<file path="config.mk">
export PLATFORM = sky130hd
export DESIGN_NAME = data_cache
export DESIGN_NICKNAME = d
export VERILOG_FILES = /design/src/rtl/data_cache.sv
export SDC_FILE = /design/constraint.sdc
export NUM_CORES = 2
export LEC_CHECK = 0
export CAP_MARGIN = 10
export CORE_MARGIN = 3
export CORE_UTILIZATION = 52
export DETAILED_ROUTE_END_ITERATION = 8
export GPL_TIMING_DRIVEN = 0
export PLACE_DENSITY_LB_ADDON = 0.08
export SLEW_MARGIN = 20
export SYNTH_ARGS = -nofsm -noshare
export SYNTH_HDL_FRONTEND = slang
export SYNTH_SLANG_ARGS = --single-unit
export TNS_END_PERCENT = 1
</file>
<file path="constraint.sdc">
create_clock -name clock -period 11.61 [get_ports clock]
set_clock_uncertainty 0.1 [all_clocks]
set_input_delay 2.322 -clock clock [delete_from_list [all_inputs] [get_ports clock]]
set_output_delay 2.322 -clock clock [all_outputs]
set_load 0.01 [all_outputs]
</file>
<file path="src/rtl/data_cache.sv">
// Direct-mapped, write-back, write-allocate data cache: 4 lines of 128 bits.
// Hits complete combinationally; misses stall through EVICT/FILL/DONE.
module data_cache (
    input  logic         clock,
    input  logic         reset,
    input  logic         req_read,
    input  logic         req_write,
    input  logic         req_byte,
    input  logic [31:0]  req_addr,
    input  logic [31:0]  req_wdata,
    output logic [31:0]  rdata,
    output logic         stall,
    output logic         mem_req,
    output logic         mem_we,
    output logic [31:0]  mem_addr,
    output logic [127:0] mem_wdata,
    input  logic [127:0] mem_rdata,
    input  logic         mem_ack
);
    typedef enum logic [1:0] {
        S_IDLE,
        S_EVICT,
        S_FILL,
        S_DONE
    } state_t;

    state_t       r_state;
    state_t       w_state_next;
    logic [3:0]   r_valid;
    logic [3:0]   r_dirty;
    logic         r_ack_gap;

    logic [25:0]  w_tags  [4];
    logic [127:0] w_lines [4];

    logic [3:0]   w_offset;
    logic [1:0]   w_index;
    logic [25:0]  w_tag;
    logic [25:0]  w_cur_tag;
    logic [127:0] w_cur_line;
    logic [127:0] w_merged;
    logic         w_req;
    logic         w_is_read;
    logic         w_hit;
    logic         w_hit_we;
    logic         w_fill_we;
    logic         w_evict_done;
    logic         w_ack;
    logic         w_stall;

    assign w_offset   = req_addr[3:0];
    assign w_index    = req_addr[5:4];
    assign w_tag      = req_addr[31:6];
    assign w_cur_tag  = w_tags[w_index];
    assign w_cur_line = w_lines[w_index];

    // A simultaneous read and write is a write.
    assign w_req     = req_read | req_write;
    assign w_is_read = req_read & ~req_write;
    assign w_hit     = w_req & r_valid[w_index] & (w_cur_tag == w_tag);
    assign w_hit_we  = (r_state == S_IDLE) & req_write & w_hit;

    // The ack that ends an eviction must not also complete the fill behind it.
    assign w_ack = mem_ack & ~r_ack_gap;

    genvar gi;
    generate
        for (gi = 0; gi < 4; gi = gi + 1) begin : g_line
            logic [127:0] r_line;
            logic [25:0]  r_tag;
            logic         w_sel;

            assign w_sel = (w_index == 2'(gi));

            always_ff @(posedge clock) begin
                if (w_fill_we && w_sel) begin
                    r_line <= mem_rdata;
                    r_tag  <= w_tag;
                end else if (w_hit_we && w_sel) begin
                    r_line <= w_merged;
                end
            end

            assign w_lines[gi] = r_line;
            assign w_tags[gi]  = r_tag;
        end
    endgenerate

    always_comb begin
        w_merged = w_cur_line;
        if (req_byte) begin
            w_merged[{w_offset, 3'b000} +: 8] = req_wdata[7:0];
        end else begin
            w_merged[{w_offset[3:2], 5'b00000} +: 32] = req_wdata;
        end
    end

    always_comb begin
        rdata = '0;
        if ((r_state == S_IDLE) && w_is_read && w_hit) begin
            if (req_byte) begin
                rdata = {24'd0, w_cur_line[{w_offset, 3'b000} +: 8]};
            end else begin
                rdata = w_cur_line[{w_offset[3:2], 5'b00000} +: 32];
            end
        end
    end

    always_comb begin
        w_state_next = r_state;
        w_stall      = 1'b0;
        w_fill_we    = 1'b0;
        w_evict_done = 1'b0;
        mem_req      = 1'b0;
        mem_we       = 1'b0;
        mem_addr     = '0;
        mem_wdata    = '0;
        case (r_state)
            S_IDLE: begin
                if (w_req && !w_hit) begin
                    w_stall = 1'b1;
                    if (r_valid[w_index] && r_dirty[w_index]) begin
                        w_state_next = S_EVICT;
                    end else begin
                        w_state_next = S_FILL;
                    end
                end
            end
            S_EVICT: begin
                w_stall   = 1'b1;
                mem_req   = 1'b1;
                mem_we    = 1'b1;
                mem_addr  = {w_cur_tag, w_index, 4'b0000};
                mem_wdata = w_cur_line;
                if (w_ack) begin
                    w_evict_done = 1'b1;
                    w_state_next = S_FILL;
                end
            end
            S_FILL: begin
                w_stall  = 1'b1;
                mem_req  = ~r_ack_gap;
                mem_addr = {w_tag, w_index, 4'b0000};
                if (w_ack) begin
                    w_fill_we    = 1'b1;
                    w_state_next = S_DONE;
                end
            end
            S_DONE: begin
                w_stall      = 1'b1;
                w_state_next = S_IDLE;
            end
            default: begin
                w_state_next = S_IDLE;
            end
        endcase
    end

    assign stall = w_stall & ~reset;

    always_ff @(posedge clock or posedge reset) begin
        if (reset) begin
            r_state   <= S_IDLE;
            r_valid   <= '0;
            r_dirty   <= '0;
            r_ack_gap <= 1'b0;
        end else begin
            r_state   <= w_state_next;
            r_ack_gap <= w_evict_done;
            if (w_evict_done) begin
                r_dirty[w_index] <= 1'b0;
            end
            if (w_fill_we) begin
                r_valid[w_index] <= 1'b1;
                r_dirty[w_index] <= 1'b0;
            end
            if (w_hit_we) begin
                r_dirty[w_index] <= 1'b1;
            end
        end
    end
endmodule

</file>
==> out/metrics.cfg <==
[routing]
via_count=30400
vias_per_cell=7.26
first_pass_iters=7
route.detailed.drc=0
detail_route.wl_per_cell_um=40.5
routed_wl_um=170000
drt_iter0_drc=5342
antenna_left=0

[layout]
drive_gt1_share_pct=28.5
finalInstanceArea_um2=45300
nets=3404
mostFrequentLayoutCells=edfxtp_1, mux2_2, clkdlybuf4s50_1
instances_no_fill=4190
area_delta_synth_final_pct=21.9
final_common_cell=edfxtp_1

[worst_setup_path]
reg2reg_from=r_state[0]
endpoint_kind=primary output
slowest_delay_ps=940
cp-start-kind=input port
cp_max_fo=10
path_buf_inv=5
path_class=input port to primary output
worstPathCellList=clkdlybuf4s50_1 -> clkbuf_1 -> buf_1 -> clkbuf_1 -> mux4_2 -> mux2i_1 -> o221ai_1 -> a21oi_1 -> nor3_1 -> a21oi_1 -> nor2_1 -> clkdlybuf4s50_1
crit_slowest_cell=clkbuf_1
worstPathArrival_ps=8070
path_delay_family=buffers and inverters
worstSetupStartpoint=req_addr[0]
crit_required_ps=9190

[hold_path]
hold_path_startpoint=r_valid[2]
hp-class=flop to flop

[synth]
synth_cells=2703
ys.flop_type=edfxtp_1
synth_seq_area_share_pct=50.6
synth_edf_count=616
synth_area_um2=37100
netlist-cell-type-count=57
synth_top_area_cell=edfxtp_1
synthTopCellsByArea=edfxtp_1, mux4_2, mux2_2
ys_ff_latch=627
ys_async_sr_fraction_pct=1.75
synth_top_area_share_pct=49.8
ys_warn_count=0
syn_area_per_cell_um2=13.7

[floorplan]
dieHeight_um=273
dieArea_um2=74600
initial_core_util_pct=52.7
coreArea_um2=70400
die_x_um=273
fp-row-count=97
io_pins=393

[sta]
min_period_ps=10490
hold_viol_final=0
period_share_pct=90.4
fmax_ghz=0.0953
setup_viol=0
drv_slew=0
slew_headroom_pct=9.15
worst_pin_slew_ps=1360
rsz0062_at_grt=no

[clock_tree]
clockRootBuffer=clkbuf_16
clk_latency_ps=630
ctsHoldBuffers=0
cts_resized=0
path_clk_slew_ps=60
clock_path_buffers=3
cts_buffers=67
cts_htree_levels=3
post-cts-setup-buffer-count=0
cts.sinks=627
cts_tree=built

[global_routing]
grt_pass1_wl_um=230000
grt_usage_pct=44.8
grt_pass1_vias=29300
antenna_found_initial=6
grt_overflow=0
grt_max_degree=36

[placement]
hpwl_um=124000
place_congestion=1.03
dp.cells=4066
portBuffers=384
postPlaceCellArea_um2=43200

[power_and_ir_drop]
intPower_mw=4.82
vdd_drop_max_mv=0.134
p_seq_share_pct=39.2
p_leak_nw=15.4
power_density_nw_per_um2=157
clkPwrFrac_pct=29.1
p_sw_mw=2.29
total_power_mw=7.12
p_sw_share_pct=32.2
combPwrFrac_pct=31.8

[outcome]
status=complete, no violations

[flow_run]
max_cap_violations=0

[state kept, by name (all words and copies together), names as in the netlist]
register	flops
g_line.r_line	512
r_ack_gap	1
r_valid	4
r_dirty	4
r_state	2
g_line.r_tag	104
[power groups by stage]
stage / registers [mW] / logic [mW] / clock network, mW
detailed placement: 2.83 / 2.17 / 0
floorplan: 2.85 / 1.14 / 0
global route: 2.80 / 2.32 / 2.14
global placement: 2.89 / 2.04 / 0
CTS: 2.79 / 2.19 / 2.05
finish: 2.79 / 2.26 / 2.07
[cell usage after synthesis (11+ instances only)]
master / count
mux2i_1: 125
inv_1: 13
a31oi_1: 37
dfrtp_1: 11
clkbuf_1: 130
a21oi_1: 122
ha_1: 11
nand2_1: 325
mux2_2: 445
a221oi_1: 129
nor2_1: 28
mux4_2: 228
edfxtp_1: 616
xnor2_1: 21
nand3_1: 25
a22oi_1: 19
buf_2: 68
or2_2: 14
buf_1: 33
nor2b_1: 54
o21ai_0: 13
and2_1: 135
[metal layers]
layer | global-route usage (%) | routed length [um] | vias up
met3 | 14.7 | 23700 | 608
met4 | 26.4 | 12200 | 6
met2 | 65.9 | 74000 | 2842
met1 | 58.3 | 59700 | 15300
li1 | - | - | 11700
met5 | 0 | 42 | -
[layout make-up]
type | count | area (um2)
antenna | 6 | 15.0
buffer | 236 | 1010
clock buffer | 79 | 1720
clock inverter | 39 | 320
fill | 5126 | 25100
inverter | 18 | 67.6
multi-input combinational | 1825 | 17400
sequential | 627 | 18800
tap | 940 | 1180
timing repair buffer | 420 | 4780
[worst paths after layout]
path | slack [ps] | depth (start not counted) | endpoint
max | 1120 | 12 | rdata[6]
min | 370 | 1 | r_valid[2]
max reg2reg | 6290 | 13 | g_line[0].r_line[100]
min reg2reg | 370 | 1 | r_valid[2]
max in group asynchronous | 9060 | 2 | r_state[1]
min in group asynchronous | 2030 | 2 | r_valid[1]
[cells by family after synthesis]
| family | count (synthesis) | share of synthesized area (%) |
|---|---|---|
| buf+inv | 254 | 2.86 |
| flops | 627 | 50.6 |
| simple gates | 628 | 8.24 |
| compound gates | 359 | 6.69 |
| other cells | 1 | 0.0101 |
| mux | 798 | 30.7 |
| fa+ha+maj | 11 | 0.371 |
| xor+xnor | 25 | 0.590 |
[metrics by stage]
stage | hold WS (ps) | setup WS (ps) | TNS, ps | util (%)
floorplan | 330 | 26.2 | 0 | -
CTS | 374 | 1570 | 0 | 64.3
global placement | 347 | -6800 | -3308610 | 59.9
finish | 374 | 1120 | 0 | 64.3
detailed placement | 362 | 1580 | 0 | 61.4
global route | 410 | 1290 | 0 | 64.3
No activity file was read; power rests on OpenSTA's default activity.
